==> src/rtl/sc_gate_tree.sv <==
// rtl/sc_gate_tree.sv - pipelined N-input stochastic gate tree with per-channel window counters
module sc_gate_tree #(
    parameter int N = 3,
    parameter int C = 1,
    parameter int W = 8
) (
    input  logic                 CLK,
    input  logic                 INIT_N,
    input  logic                 EN,
    input  logic [1:0]           MODE,
    input  logic                 CLR,
    input  logic [C*N-1:0]       IN,
    output logic [C-1:0]         OUT,
    output logic                 VLD,
    output logic [C*(W+1)-1:0]   CNT,
    output logic                 DONE
);

    localparam int L = $clog2(N);

    // Element count per channel after l halvings (odd tails carried through).
    function automatic int lvl_cnt(input int l);
        int n;
        n = N;
        for (int i = 0; i < l; i++) n = (n + 1) / 2;
        return n;
    endfunction

    // XNOR shares the XOR tree; the inversion happens only at the last level.
    function automatic logic gate2(input logic a, input logic b, input logic [1:0] m);
        case (m)
            2'd0:    return a & b;
            2'd1:    return a | b;
            default: return a ^ b;
        endcase
    endfunction

    // Mode and valid travel alongside their sample, one register per level.
    logic [1:0] mode_lv [0:L-1];
    logic       vld_lv  [0:L];

    assign mode_lv[0] = MODE;
    assign vld_lv[0]  = EN;

    for (genvar l = 0; l <= L; l++) begin : g_lv
        localparam int K = lvl_cnt(l);
        logic [C*K-1:0] d;

        if (l == 0) begin : g_src
            assign d = IN;
        end else begin : g_stage
            localparam int KP = lvl_cnt(l - 1);
            logic [C*KP-1:0] p;
            logic [C*K-1:0]  t;
            logic [C*K-1:0]  d_d;
            logic [C*K-1:0]  d_q;
            logic            v_q;

            assign p = g_lv[l-1].d;

            // Pairwise reduction of the previous level; an unpaired tail passes through.
            always_comb begin
                t = '0;
                for (int c = 0; c < C; c++) begin
                    for (int k = 0; k < K; k++) begin
                        int ia;
                        int ib;
                        ia = c * KP + 2 * k;
                        ib = (2 * k + 1 < KP) ? ia + 1 : ia;
                        if (2 * k + 1 < KP)
                            t[c*K+k] = gate2(p[ia], p[ib], mode_lv[l-1]);
                        else
                            t[c*K+k] = p[ia];
                    end
                end
            end

            if (l == L) begin : g_last
                // Bubbles leave the tree as zero; XNOR inverts the final XOR result.
                assign d_d = !vld_lv[l-1] ? '0 :
                             (mode_lv[l-1] == 2'd3) ? ~t : t;
            end else begin : g_mid
                logic [1:0] m_q;
                assign d_d = t;

                // Carry the sample's own mode to the next level.
                always_ff @(posedge CLK or negedge INIT_N) begin
                    if (!INIT_N) m_q <= 2'd0;
                    else         m_q <= mode_lv[l-1];
                end

                assign mode_lv[l] = m_q;
            end

            // Level register for data and sample valid.
            always_ff @(posedge CLK or negedge INIT_N) begin
                if (!INIT_N) begin
                    d_q <= '0;
                    v_q <= 1'b0;
                end else begin
                    d_q <= d_d;
                    v_q <= vld_lv[l-1];
                end
            end

            assign d         = d_q;
            assign vld_lv[l] = v_q;
        end
    end

    assign OUT = g_lv[L].d;
    assign VLD = vld_lv[L];

    logic [W-1:0]       pos_q,  pos_d;
    logic [C*(W+1)-1:0] run_q,  run_d;
    logic [C*(W+1)-1:0] cnt_q,  cnt_d;
    logic               done_q, done_d;

    // Window accounting: clear wins over completion; bubbles change nothing.
    always_comb begin
        pos_d  = pos_q;
        run_d  = run_q;
        cnt_d  = cnt_q;
        done_d = 1'b0;
        if (CLR) begin
            pos_d = '0;
            run_d = '0;
        end else if (VLD) begin
            if (pos_q == {W{1'b1}}) begin
                for (int c = 0; c < C; c++)
                    cnt_d[c*(W+1) +: W+1] = run_q[c*(W+1) +: W+1] + {{W{1'b0}}, OUT[c]};
                run_d  = '0;
                pos_d  = '0;
                done_d = 1'b1;
            end else begin
                for (int c = 0; c < C; c++)
                    run_d[c*(W+1) +: W+1] = run_q[c*(W+1) +: W+1] + {{W{1'b0}}, OUT[c]};
                pos_d = pos_q + 1'b1;
            end
        end
    end

    // Window state registers.
    always_ff @(posedge CLK or negedge INIT_N) begin
        if (!INIT_N) begin
            pos_q  <= '0;
            run_q  <= '0;
            cnt_q  <= '0;
            done_q <= 1'b0;
        end else begin
            pos_q  <= pos_d;
            run_q  <= run_d;
            cnt_q  <= cnt_d;
            done_q <= done_d;
        end
    end

    assign CNT  = cnt_q;
    assign DONE = done_q;

endmodule

==> config.mk <==
export PLATFORM = sky130hd
export DESIGN_NAME = sc_gate_tree
export DESIGN_NICKNAME = d
export VERILOG_FILES = /design/src/rtl/sc_gate_tree.sv
export SDC_FILE = /design/constraint.sdc
export NUM_CORES = 1
export LEC_CHECK = 0
export CAP_MARGIN = 20
export CORE_MARGIN = 1.5
export CORE_UTILIZATION = 38
export CTS_BUF_LIST = sky130_fd_sc_hd__clkbuf_2 sky130_fd_sc_hd__clkbuf_4 sky130_fd_sc_hd__clkbuf_8
export DETAILED_ROUTE_END_ITERATION = 16
export HOLD_SLACK_MARGIN = 0.03
export PLACE_DENSITY = 0.68
export SLEW_MARGIN = 20
export SYNTH_ARGS = -nofsm -noshare
export SYNTH_HDL_FRONTEND = slang
export SYNTH_SLANG_ARGS = --single-unit
==> constraint.sdc <==
create_clock -name CLK -period 3.8 [get_ports CLK]
set_input_delay 0.95 -clock CLK [delete_from_list [all_inputs] [get_ports CLK]]
set_output_delay 0.95 -clock CLK [all_outputs]
set_load 0.02 [all_outputs]
Word-level counts from Yosys, hierarchy flattened
Cells that the tools add are included.
{"block": "totals", "ff_bits": 34, "in_bits": 9, "output_inout_bits": 12, "elab_cells": 40}
{"block": "classes", "n_addsub": 2, "n_eq_ne": 4, "mux": 13, "bitwise": 8, "reduce_logical": 4}
{"cell": "$mux 9", "n": 3}
{"cell": "$mux 8", "n": 3}
{"cell": "$add 9x1->9", "n": 1}
{"cell": "$add 8x1->8 const B", "n": 1}
{"cell": "$eq 8x8->1 const B", "n": 1}
{"cell": "$mux 1", "n": 5}
{"cell": "$eq 2x1->1 const B", "n": 2}
{"cell": "$logic_not 2->1", "n": 2}
{"cell": "$pmux 1 s2", "n": 2}
{"cell": "$reduce_and 3->1", "n": 1}
{"cell": "$and 1x1->1", "n": 2}
{"cell": "$eq 2x2->1 const B", "n": 1}
{"cell": "$not 1->1", "n": 2}
{"cell": "$or 1x1->1", "n": 2}
{"cell": "$reduce_bool 2->1", "n": 1}
{"cell": "$xor 1x1->1", "n": 2}

Depth between registers and ports, before layout
{"block": "depth", "ltp_word": 5, "depth_mapped": 7, "depth_no_buf": 6}

Least setup slack after synthesis
No wires, ideal clock.
{"block": "synth_timing", "path_kind": "input port to flip-flop", "from": "input CLR", "to": "register pos_q[3]", "setup_ns": 0.134, "arrival_ns": 1.815, "required_time_ns": 3.666, "path_slack_ns": 1.851, "stages": 7, "path_buffers": 3, "cell_sequence": "clkbuf_1 -> inv_1 -> o211a_1 -> buf_6 -> buf_8 -> a21oi_1 -> a31oi_1"}
{"block": "synth_via", "elab_chain_cells": 1, "elab_cells_between_ends": 2, "cone_classes": "1 x mux; 1 x reduce/logical"}
{"item": "start: declaration", "line": "11", "rtl": "input logic CLR,"}
{"item": "$mux 8 or $reduce_bool 2->1 (tied branches)"}
{"item": "end signal: assignment", "line": "151", "rtl": "pos_q <= pos_d;"}
{"item": "end: declaration", "line": "114", "rtl": "logic [W-1:0] pos_q, pos_d;"}
Parallel ways exist; a longest one is shown, timed or not.
A chain may end at the register's enable or synchronous reset.

Final worst setup path
{"block": "layout_timing", "from": "register g_lv[2].g_stage.v_q (netlist: VLD)", "to": "output VLD"}
{"item": "start: declaration", "line": "57", "rtl": "logic v_q;"}
{"item": "start signal: assignment", "line": "102", "rtl": "v_q <= vld_lv[l-1];"}
{"item": "end: declaration", "line": "14", "rtl": "output logic VLD,"}
No word-level cell between the ends.

==> impl_metrics.env <==
export IMPL_status="completed"
export IMPL_worstPathMaxFanout=10
export IMPL_finalClockSkew_ns=0.00738
export IMPL_die_area_sq_um=4700
export IMPL_worstSetupEndpointType="output pin"
export IMPL_drtIter0Drc=41
export IMPL_rsz0062_at_grt="false"
export IMPL_worst_slew_pin_slew_ns=0.497
export IMPL_dp_hpwl_microns=2110
export IMPL_ir_worst_vdd_mv=0.164
export IMPL_cts_max_level=2
export IMPL_cp_start_kind="flip-flop"
export IMPL_numCtsBuffers=5
export IMPL_drc=0
export IMPL_post_drt_wl_per_cell_microns=12.9
export IMPL_drv_cap=0
export IMPL_ant_nets=0
export IMPL_clk_path_buf_depth=2
export IMPL_grt_pass1_vias=1097
export IMPL_max_slew_margin=0.669
export IMPL_syn_num_nets=171
export IMPL_n_antenna_cell=0
export IMPL_vias_per_cell=5.22
export IMPL_clkTransAtPathRegs_ns=0.06
export IMPL_crit_start="VLD"
export IMPL_drive_gt1_frac=0.0909
export IMPL_cp_cell_sequence="clkdlybuf4s50_1"
export IMPL_syn_instance_count=154
export IMPL_synth_warnings=0
export IMPL_avgSynthCellArea_sq_um=10.6
export IMPL_hp_class="reg2reg"
export IMPL_synth_seq_cells=34
export IMPL_die_h_microns=68.6
export IMPL_final_hold_viol_count=0
export IMPL_cp_data_required_time_ns=2.85
export IMPL_cts_root_buf="clkbuf_8"
export IMPL_num_vias=1180
export IMPL_grt_max_degree=35
export IMPL_r2r_start="OUT"
export IMPL_post_route_period_util=0.640
export IMPL_cts_sinks=34
export IMPL_die_width_microns=68.6
export IMPL_gp_congestion=0.896
export IMPL_core_region_area_sq_um=4060
export IMPL_setup_viol=0
export IMPL_clk_latency_ns=0.29
export IMPL_place_ws_ns=1.19
export IMPL_path_buf_inv=1
export IMPL_initial_core_util=0.402
export IMPL_io_buffers=20
export IMPL_ys_types=31
export IMPL_row_count=23
export IMPL_slew_violations=0
export IMPL_fmax_mhz=411
export IMPL_antenna_found_initial=0
export IMPL_grt_overflow=0
export IMPL_power_leakage_nw=0.883
export IMPL_power_density_nw_per_um2=374
export IMPL_grt_util_all_layers=0.149
export IMPL_routed_wl_microns=2930
export IMPL_grt_pass1_wl_microns=5000
export IMPL_setup_slack_ns=1.37
export IMPL_tns_ns=0
export IMPL_cts_tree="built"
export IMPL_io_pin_count=21
export IMPL_worst_path_max_delay_cell="clkdlybuf4s50_1"
export IMPL_cts_setup_buffers=0
export IMPL_firstDrtPassIters=4
export IMPL_worst_path_largest_cell_delay_ns=0.68
export IMPL_nets=192
export IMPL_crit_family="buffers and inverters"
export IMPL_cts_repair_resized=0
export IMPL_min_period_ns=2.43
export IMPL_arrival_ns=1.48
export IMPL_areaGrowthSynthToFinish_pct=20.3
export IMPL_min_from="g_lv[1].g_stage.v_q"
export IMPL_netlist_area_sq_um=1630
export IMPL_critical_path_class="reg2out"
export IMPL_seq_area_frac_synth=0.521
export IMPL_hold_buffers=0
[layout make-up]
| class | instances | area (sq um) |
|---|---|---|
| Fill cell | 374 | 2090 |
| Sequential cell | 34 | 851 |
| Multi-Input combinational cell | 107 | 711 |
| Timing Repair Buffer | 21 | 208 |
| Clock buffer | 8 | 110 |
| Tap cell | 50 | 62.6 |
| Inverter | 6 | 22.5 |
[state kept, by name (all words and copies together) (netlist names)]
signal                  cells
g_lv.g_stage.g_mid.m_q      2
pos_q                       8
CNT                         9
DONE                        1
VLD                         1
OUT                         1
g_lv.g_stage.v_q            1
run_q                       9
g_lv.d                      2
[final timing paths]
path | end | slack (ns) | cells after the start
min | VLD | 0.41 | 0
min reg2reg | VLD | 0.41 | 0
max | VLD | 1.37 | 1
max in group asynchronous | pos_q[0] | 2.41 | 2
max reg2reg | run_q[6] | 2.10 | 6
min in group asynchronous | run_q[7] | 1.08 | 2
[layer usage]
| layer | wire length [microns] | GRT usage |
|---|---|---|
| met4 | 84 | 0.0975 |
| met3 | 124 | 0.0390 |
| met1 | 1330 | 0.182 |
| met5 | 0 | 0 |
| met2 | 1380 | 0.231 |
[synth_stat cells]
cell	number	share of area
a211oi_1	1	0.0046
a21oi_1	7	0.021
a22o_1	4	0.021
a31o_2	2	0.011
a31oi_1	8	0.031
a41oi_1	1	0.0054
and3_1	3	0.011
and4_1	1	0.0054
buf_2	3	0.0092
buf_6	1	0.0069
buf_8	1	0.0092
clkbuf_1	2	0.0046
dfrtp_1	34	0.52
ha_1	8	0.061
inv_1	6	0.014
mux2_2	3	0.021
mux2i_1	1	0.0061
nand2_1	14	0.032
nand2b_1	1	0.0038
nand3_1	8	0.025
nand4_1	3	0.011
nand4b_2	1	0.0092
nor2_1	8	0.018
nor2b_1	1	0.0038
nor4b_1	2	0.011
o211a_1	1	0.0061
o21ai_0	16	0.049
or2_2	1	0.0038
or3_1	1	0.0038
xnor2_1	8	0.043
xor2_1	3	0.016
[cells by family (layout without fill, tap and decap cells)]
kind of cell | count (synthesis) | count (layout) | share of synthesized area
simple gates | 44 | 44 | 0.139
fa+ha+maj | 8 | 8 | 0.0613
compound gates | 40 | 40 | 0.149
flops | 34 | 34 | 0.521
xor+xnor | 11 | 11 | 0.0590
buf+inv | 13 | 35 | 0.0437
mux | 4 | 4 | 0.0268
[layout by cell type (no fill, tap or decap), drive strengths merged, types with 8 or more instances in the layout]
cell type / instances
nor2: 8
clkdlybuf4s50: 20
dfrtp: 34
a31oi: 8
nand2: 14
clkbuf: 8
nand3: 8
ha: 8
o21ai: 16
xnor2: 8
[per-stage QoR]
stage	hold slack [ns]	cells	util	instance area (sq um)	total power, mW
floorplan	0.347	154	-	1630	0.411
global route	0.423	226	0.484	1960	0.770
finish	0.406	226	0.484	1960	0.736
global placement	0.369	218	0.457	1850	0.432
CTS	0.417	226	0.484	1960	0.747
detailed placement	0.403	218	0.457	1850	0.435
[worst reg2reg max path, delay by kind of cell, from the launching register on]
kind,cells,cell delay [ns]
AND/OR/NAND/NOR,3,0.73
adder cells (fa/ha/maj),2,0.39
flip-flops,1,0.38
AO/OA/AOI/OAI,1,0.15
[power breakdown]
part	total [mW]	switching, mW	internal (mW)
logic	0.0495	0.0274	0.0221
clock network	0.308	0.125	0.183
registers	0.378	0.00798	0.370
No activity file was read; power rests on OpenSTA's default activity.
